--- src/rtl/idli_pkg.sv ---
// Shared types and constants for the idli core.
// Anything crossing a unit boundary lives here.
package idli_pkg;

    localparam int SQI_NIBBLE_W = 4;

    typedef logic [SQI_NIBBLE_W-1:0] sqi_nibble_t;

endpackage

--- src/rtl/idli_fifo_m.sv ---
// Generic W x DEPTH synchronous FIFO with flush and occupancy level.
// Head is read combinationally; DEPTH need not be a power of two.
module idli_fifo_m #(
    parameter  int W     = 16,
    parameter  int DEPTH = 2,
    localparam int LW    = $clog2(DEPTH + 1)
) (
    input  logic          clk,
    input  logic          rst_n,
    input  logic          flush,
    input  logic          push,
    input  logic [W-1:0]  push_data,
    input  logic          pop,
    output logic [W-1:0]  head,
    output logic [LW-1:0] level,
    output logic          full,
    output logic          empty
);

    localparam int PW = (DEPTH > 1) ? $clog2(DEPTH) : 1;
    localparam logic [PW-1:0] LAST = PW'(DEPTH - 1);

    logic [W-1:0]  mem [DEPTH];
    logic [PW-1:0] wr_ptr;
    logic [PW-1:0] rd_ptr;
    logic          do_push;
    logic          do_pop;

    function automatic logic [PW-1:0] ptr_inc(input logic [PW-1:0] p);
        return (p == LAST) ? '0 : p + PW'(1);
    endfunction

    assign full    = (level == LW'(DEPTH));
    assign empty   = (level == '0);
    assign do_pop  = pop && !empty;
    // A pop frees the head slot, so a push into a full FIFO is still legal.
    assign do_push = push && (!full || do_pop);
    assign head    = mem[rd_ptr];

    always_ff @(posedge clk) begin
        if (!rst_n || flush) begin
            wr_ptr <= '0;
            rd_ptr <= '0;
            level  <= '0;
        end else begin
            if (do_push) begin
                wr_ptr <= ptr_inc(wr_ptr);
            end
            if (do_pop) begin
                rd_ptr <= ptr_inc(rd_ptr);
            end
            if (do_push && !do_pop) begin
                level <= level + LW'(1);
            end else if (do_pop && !do_push) begin
                level <= level - LW'(1);
            end
        end
    end

    always_ff @(posedge clk) begin
        if (rst_n && !flush && do_push) begin
            mem[wr_ptr] <= push_data;
        end
    end

endmodule

--- src/rtl/idli_sqi_rdbuf_m.sv ---
// SQI read buffer: assembles MSB-first nibbles into words and
// queues them for fetch/decode with overflow detection and flush.
module idli_sqi_rdbuf_m
    import idli_pkg::*;
#(
    parameter  int NIBBLES = 4,
    parameter  int DEPTH   = 2,
    localparam int W       = SQI_NIBBLE_W * NIBBLES,
    localparam int LW      = $clog2(DEPTH + 1)
) (
    input  logic          i_rdbuf_gck,
    input  logic          i_rdbuf_rst_n,
    input  logic          i_rdbuf_flush,
    input  logic          i_rdbuf_sqi_vld,
    input  sqi_nibble_t   i_rdbuf_sqi_data,
    output logic          o_rdbuf_sqi_rdy,
    output logic [W-1:0]  o_rdbuf_data,
    output logic          o_rdbuf_vld,
    input  logic          i_rdbuf_acp,
    output logic [LW-1:0] o_rdbuf_level,
    output logic          o_rdbuf_ovf
);

    localparam int CW = (NIBBLES > 1) ? $clog2(NIBBLES) : 1;
    localparam logic [CW-1:0] LAST = CW'(NIBBLES - 1);

    logic [CW-1:0] cnt;
    logic [W-1:0]  asm_q;
    logic [W-1:0]  word;
    logic          push;
    logic          pop_ok;
    logic          full;
    logic          empty;

    // Older nibbles shift out the top, so no clear is needed between words.
    assign word   = (asm_q << SQI_NIBBLE_W) | W'(i_rdbuf_sqi_data);
    assign push   = i_rdbuf_sqi_vld && (cnt == LAST) && !i_rdbuf_flush;
    assign pop_ok = i_rdbuf_acp && !empty;

    assign o_rdbuf_vld     = !empty;
    assign o_rdbuf_sqi_rdy = !full;

    always_ff @(posedge i_rdbuf_gck) begin
        if (!i_rdbuf_rst_n) begin
            cnt         <= '0;
            asm_q       <= '0;
            o_rdbuf_ovf <= 1'b0;
        end else begin
            if (push && full && !pop_ok) begin
                o_rdbuf_ovf <= 1'b1;
            end
            if (i_rdbuf_flush) begin
                cnt <= '0;
            end else if (i_rdbuf_sqi_vld) begin
                asm_q <= word;
                cnt   <= (cnt == LAST) ? '0 : cnt + CW'(1);
            end
        end
    end

    idli_fifo_m #(
        .W     (W),
        .DEPTH (DEPTH)
    ) u_fifo (
        .clk       (i_rdbuf_gck),
        .rst_n     (i_rdbuf_rst_n),
        .flush     (i_rdbuf_flush),
        .push      (push),
        .push_data (word),
        .pop       (i_rdbuf_acp),
        .head      (o_rdbuf_data),
        .level     (o_rdbuf_level),
        .full      (full),
        .empty     (empty)
    );

endmodule

--- config.mk ---
export PLATFORM = sky130hd
export DESIGN_NAME = idli_sqi_rdbuf_m
export DESIGN_NICKNAME = d
export VERILOG_FILES = /design/src/rtl/idli_pkg.sv /design/src/rtl/idli_fifo_m.sv /design/src/rtl/idli_sqi_rdbuf_m.sv
export SDC_FILE = /design/constraint.sdc
export NUM_CORES = 1
export LEC_CHECK = 0
export ABC_AREA = 1
export BUFFER_PORTS_ARGS = -buffer_cell sky130_fd_sc_hd__buf_4
export CAP_MARGIN = 5
export CORE_MARGIN = 2
export CORE_UTILIZATION = 34
export CTS_CLUSTER_DIAMETER = 40
export DETAILED_ROUTE_END_ITERATION = 10
export GPL_TIMING_DRIVEN = 0
export SYNTH_ARGS = -nofsm -noshare
export SYNTH_HDL_FRONTEND = slang
export SYNTH_HIERARCHICAL = 1
export SYNTH_SLANG_ARGS = --single-unit
--- constraint.sdc ---
create_clock -name i_rdbuf_gck -period 2.9 [get_ports i_rdbuf_gck]
set_input_delay 0 -clock i_rdbuf_gck [delete_from_list [all_inputs] [get_ports i_rdbuf_gck]]
set_output_delay 0 -clock i_rdbuf_gck [all_outputs]
set_load 0.02 [all_outputs]
==> flow_summary.yaml <==
outcome:
  outcome: "finished, final reports clean"
die:
  rows: 28
  start_util: 0.351
  die_h_um: 82.2
  dieArea_um2: 6760
  core_area_um2: 5920
  io-pin-count: 30
  die_w_um: 82.2
layout:
  finalNetCount: 224
  drive_gt1_frac: 0.332
  area_delta_synth_final_pct: 24.2
  diodes: 0
yosys:
  yosys.area.top_type: "edfxtp_1"
  syn-cell-area_um2: 2080
  ys_seq_elements: 52
  syn_nets: 180
  ys_types: 19
  ys_warn_count: 6
  synth_top_area_share: 0.462
  syn_inst: 169
  ys_top_cells_by_area: "edfxtp_1 46%, dfxtp_1 19%, mux2_4 7.2%, nor2_1 5.1%, mux2_2 3.2%"
  avgSynthCellArea_um2: 12.3
  yosysSeqAreaShare: 0.654
critical_path:
  worst_setup_path_start_kind: "input pin"
  critPathMaxFanout: 10
  crit_type: "input pin to flop"
  cp-end-kind: "flop"
  cpMaxStageDelayCell: "nor2_1"
  path_cells: "dlygate4sd3_1 -> buf_4 -> nor2_1 -> nand2_1 -> nor2_1 -> buf_6"
  cpPeakStageDelay_ns: 0.63
  cp.required_ns: 2.91
  worst_path_most_repeated_cell: "nor2_1"
  worstPathArrival_ns: 1.96
cts:
  cts_max_level: 2
  numCtsBuffers: 5
  clockRootBuffer: "clkbuf_8"
  clockBufferDepth: 2
  cts_setup_buffers: 0
  cts_tree: "built"
  insertion_delay_ns: 0.30
  clk_pin_slew_ns: 0.08
  cts_sinks: 52
detailed_routing:
  wire_per_inst_um: 10.9
  wl_met3_um: 134
  wl_um: 3150
  vias: 1243
  wl_met2_um: 1450
  wl_met1_um: 1510
  antenna_left: 0
  remaining_drc_errors: 0
  drt_iter0_markers: 63
  avgViaCountPerCell: 4.30
  highest_layer: "met4"
  dr.pass1.iters: 4
global_routing:
  grt_start_max_net_pins: 17
  grt_pass1_wl_um: 5360
  grt_use_total: 0.105
  antenna_found_initial: 0
  grt_pass1_vias: 1212
  grt-ovfl-total: 0
sta:
  tightest_slew_ns: 0.781
  whs_ns: 0.0723
  max_freq_ghz: 0.513
  finalCritPeriodShare: 0.672
  finalSetupTns_ns: 0
  final-hold-violation-count: 0
  fin_worst_skew_ns: 0.00557
  min_period_ns: 1.95
  slew_violations: 0
  setup_ws_ns: 0.952
  setup_viol: 0
  rsz0062_at_grt: "false"
  relSlewSlack: 0.478
hold_path:
  min_path_type: "input pin to flop"
placed_design:
  io_buffers: 29
  gp_congestion: 0.741
  dp_worst_setup_slack_ns: 1.03
pwr:
  p_leak_uw: 0.00103
  worst_ir_drop_vdd_uv: 186
  p_per_area_nw_per_um2: 521
flow_run:
  max-cap-violations: 0
-- final cells by class --
| class | count | area, um^2 |
|---|---|---|
| Multi-Input combinational cell | 94 | 593 |
| Inverter | 18 | 67.6 |
| Sequential cell | 52 | 1360 |
| Buffer | 5 | 58.8 |
| Clock inverter | 2 | 38.8 |
| Tap cell | 75 | 93.8 |
| Clock buffer | 6 | 72.6 |
| Timing Repair Buffer | 37 | 299 |
| Fill cell | 558 | 3340 |
-- what timing repair did --
action | CTS | global route
hold endpoints to repair | 16 | 0
hold buffers | 7 | 0
endpoints found under the setup margin | 0 | 0
gates resized for setup | 0 | 0
-- state kept, by name, indices dropped and copies added (netlist names), named ones only --
signal and count:
asm_q 12, cnt 2, o_rdbuf_ovf 1, u_fifo/level 2, u_fifo/mem 32, u_fifo/rd_ptr 1
u_fifo/wr_ptr 1
-- worst paths after layout --
| path | start | endpoint | slack, ns | cells after the start |
|---|---|---|---|---|
| max reg2reg | cnt[0] | u_fifo/mem[1][15] | 1.02 | 6 |
| max | i_rdbuf_flush | u_fifo/mem[1][15] | 0.95 | 6 |
| min | i_rdbuf_acp | o_rdbuf_ovf | 0.07 | 6 |
| min reg2reg | cnt[1] | cnt[1] | 0.46 | 2 |
-- cell families after synthesis --
group | synth area share
AND/OR/NAND/NOR | 0.127
buffers and inverters | 0.0607
AO/OA/AOI/OAI | 0.0409
adder cells (fa/ha/maj) | 0.0120
multiplexers | 0.105
flip-flops | 0.654
-- worst max-delay path, delay by kind of cell --
| family | cells | cell delay [ns] |
|---|---|---|
| and+or+nand+nor | 3 | 1.03 |
| buffers and inverters | 3 | 0.93 |
-- layer usage --
metal / global-route usage / vias to the layer above
met1: 0.131 / 566
met5: 0 / -
met4: 0.0550 / 0
met3: 0.0261 / 5
met2: 0.169 / 26
li1: - / 646
-- synthesized netlist by cell type --
cell      count
edfxtp_1     32
nor2_1       28
dfxtp_1      20
inv_1        16
nand2_1      16
mux2_4       10
o21ai_1      10
nor2_2        9
mux2_2        6
o21ai_0       4
a21oi_1       3
buf_6         3
nand3_1       3
ha_1          2
inv_2         2
nor2_4        2
buf_12        1
buf_2         1
nand4_1       1
-- stage by stage --
stage	total power (uW)	cells	util	cell area [um^2]
floorplan	850	169	-	2080
global route	1400	289	0.437	2580
global placement	872	273	0.404	2390
detailed placement	873	274	0.406	2400
CTS	1360	289	0.437	2580
finish	1350	289	0.437	2580
-- power by group --
group / internal [uW] / switching [uW]
Clock: 261 / 225
Combinational: 27.9 / 28.5
Sequential: 795 / 11.3
Total: 1080 / 265
-- layout by cell type, fill, tap and decap left out, types with 5 or more instances in the layout --
master | netlist | routed
edfxtp_1 | 32 | 32
buf_4 | 0 | 29
nor2_1 | 28 | 28
dfxtp_1 | 20 | 20
inv_1 | 16 | 16
nand2_1 | 16 | 16
o21ai_1 | 10 | 10
mux2_4 | 10 | 10
nor2_2 | 9 | 9
dlygate4sd3_1 | 0 | 7
mux2_2 | 6 | 6
clkbuf_8 | 0 | 5
No activity file was read; power rests on OpenSTA's default activity.
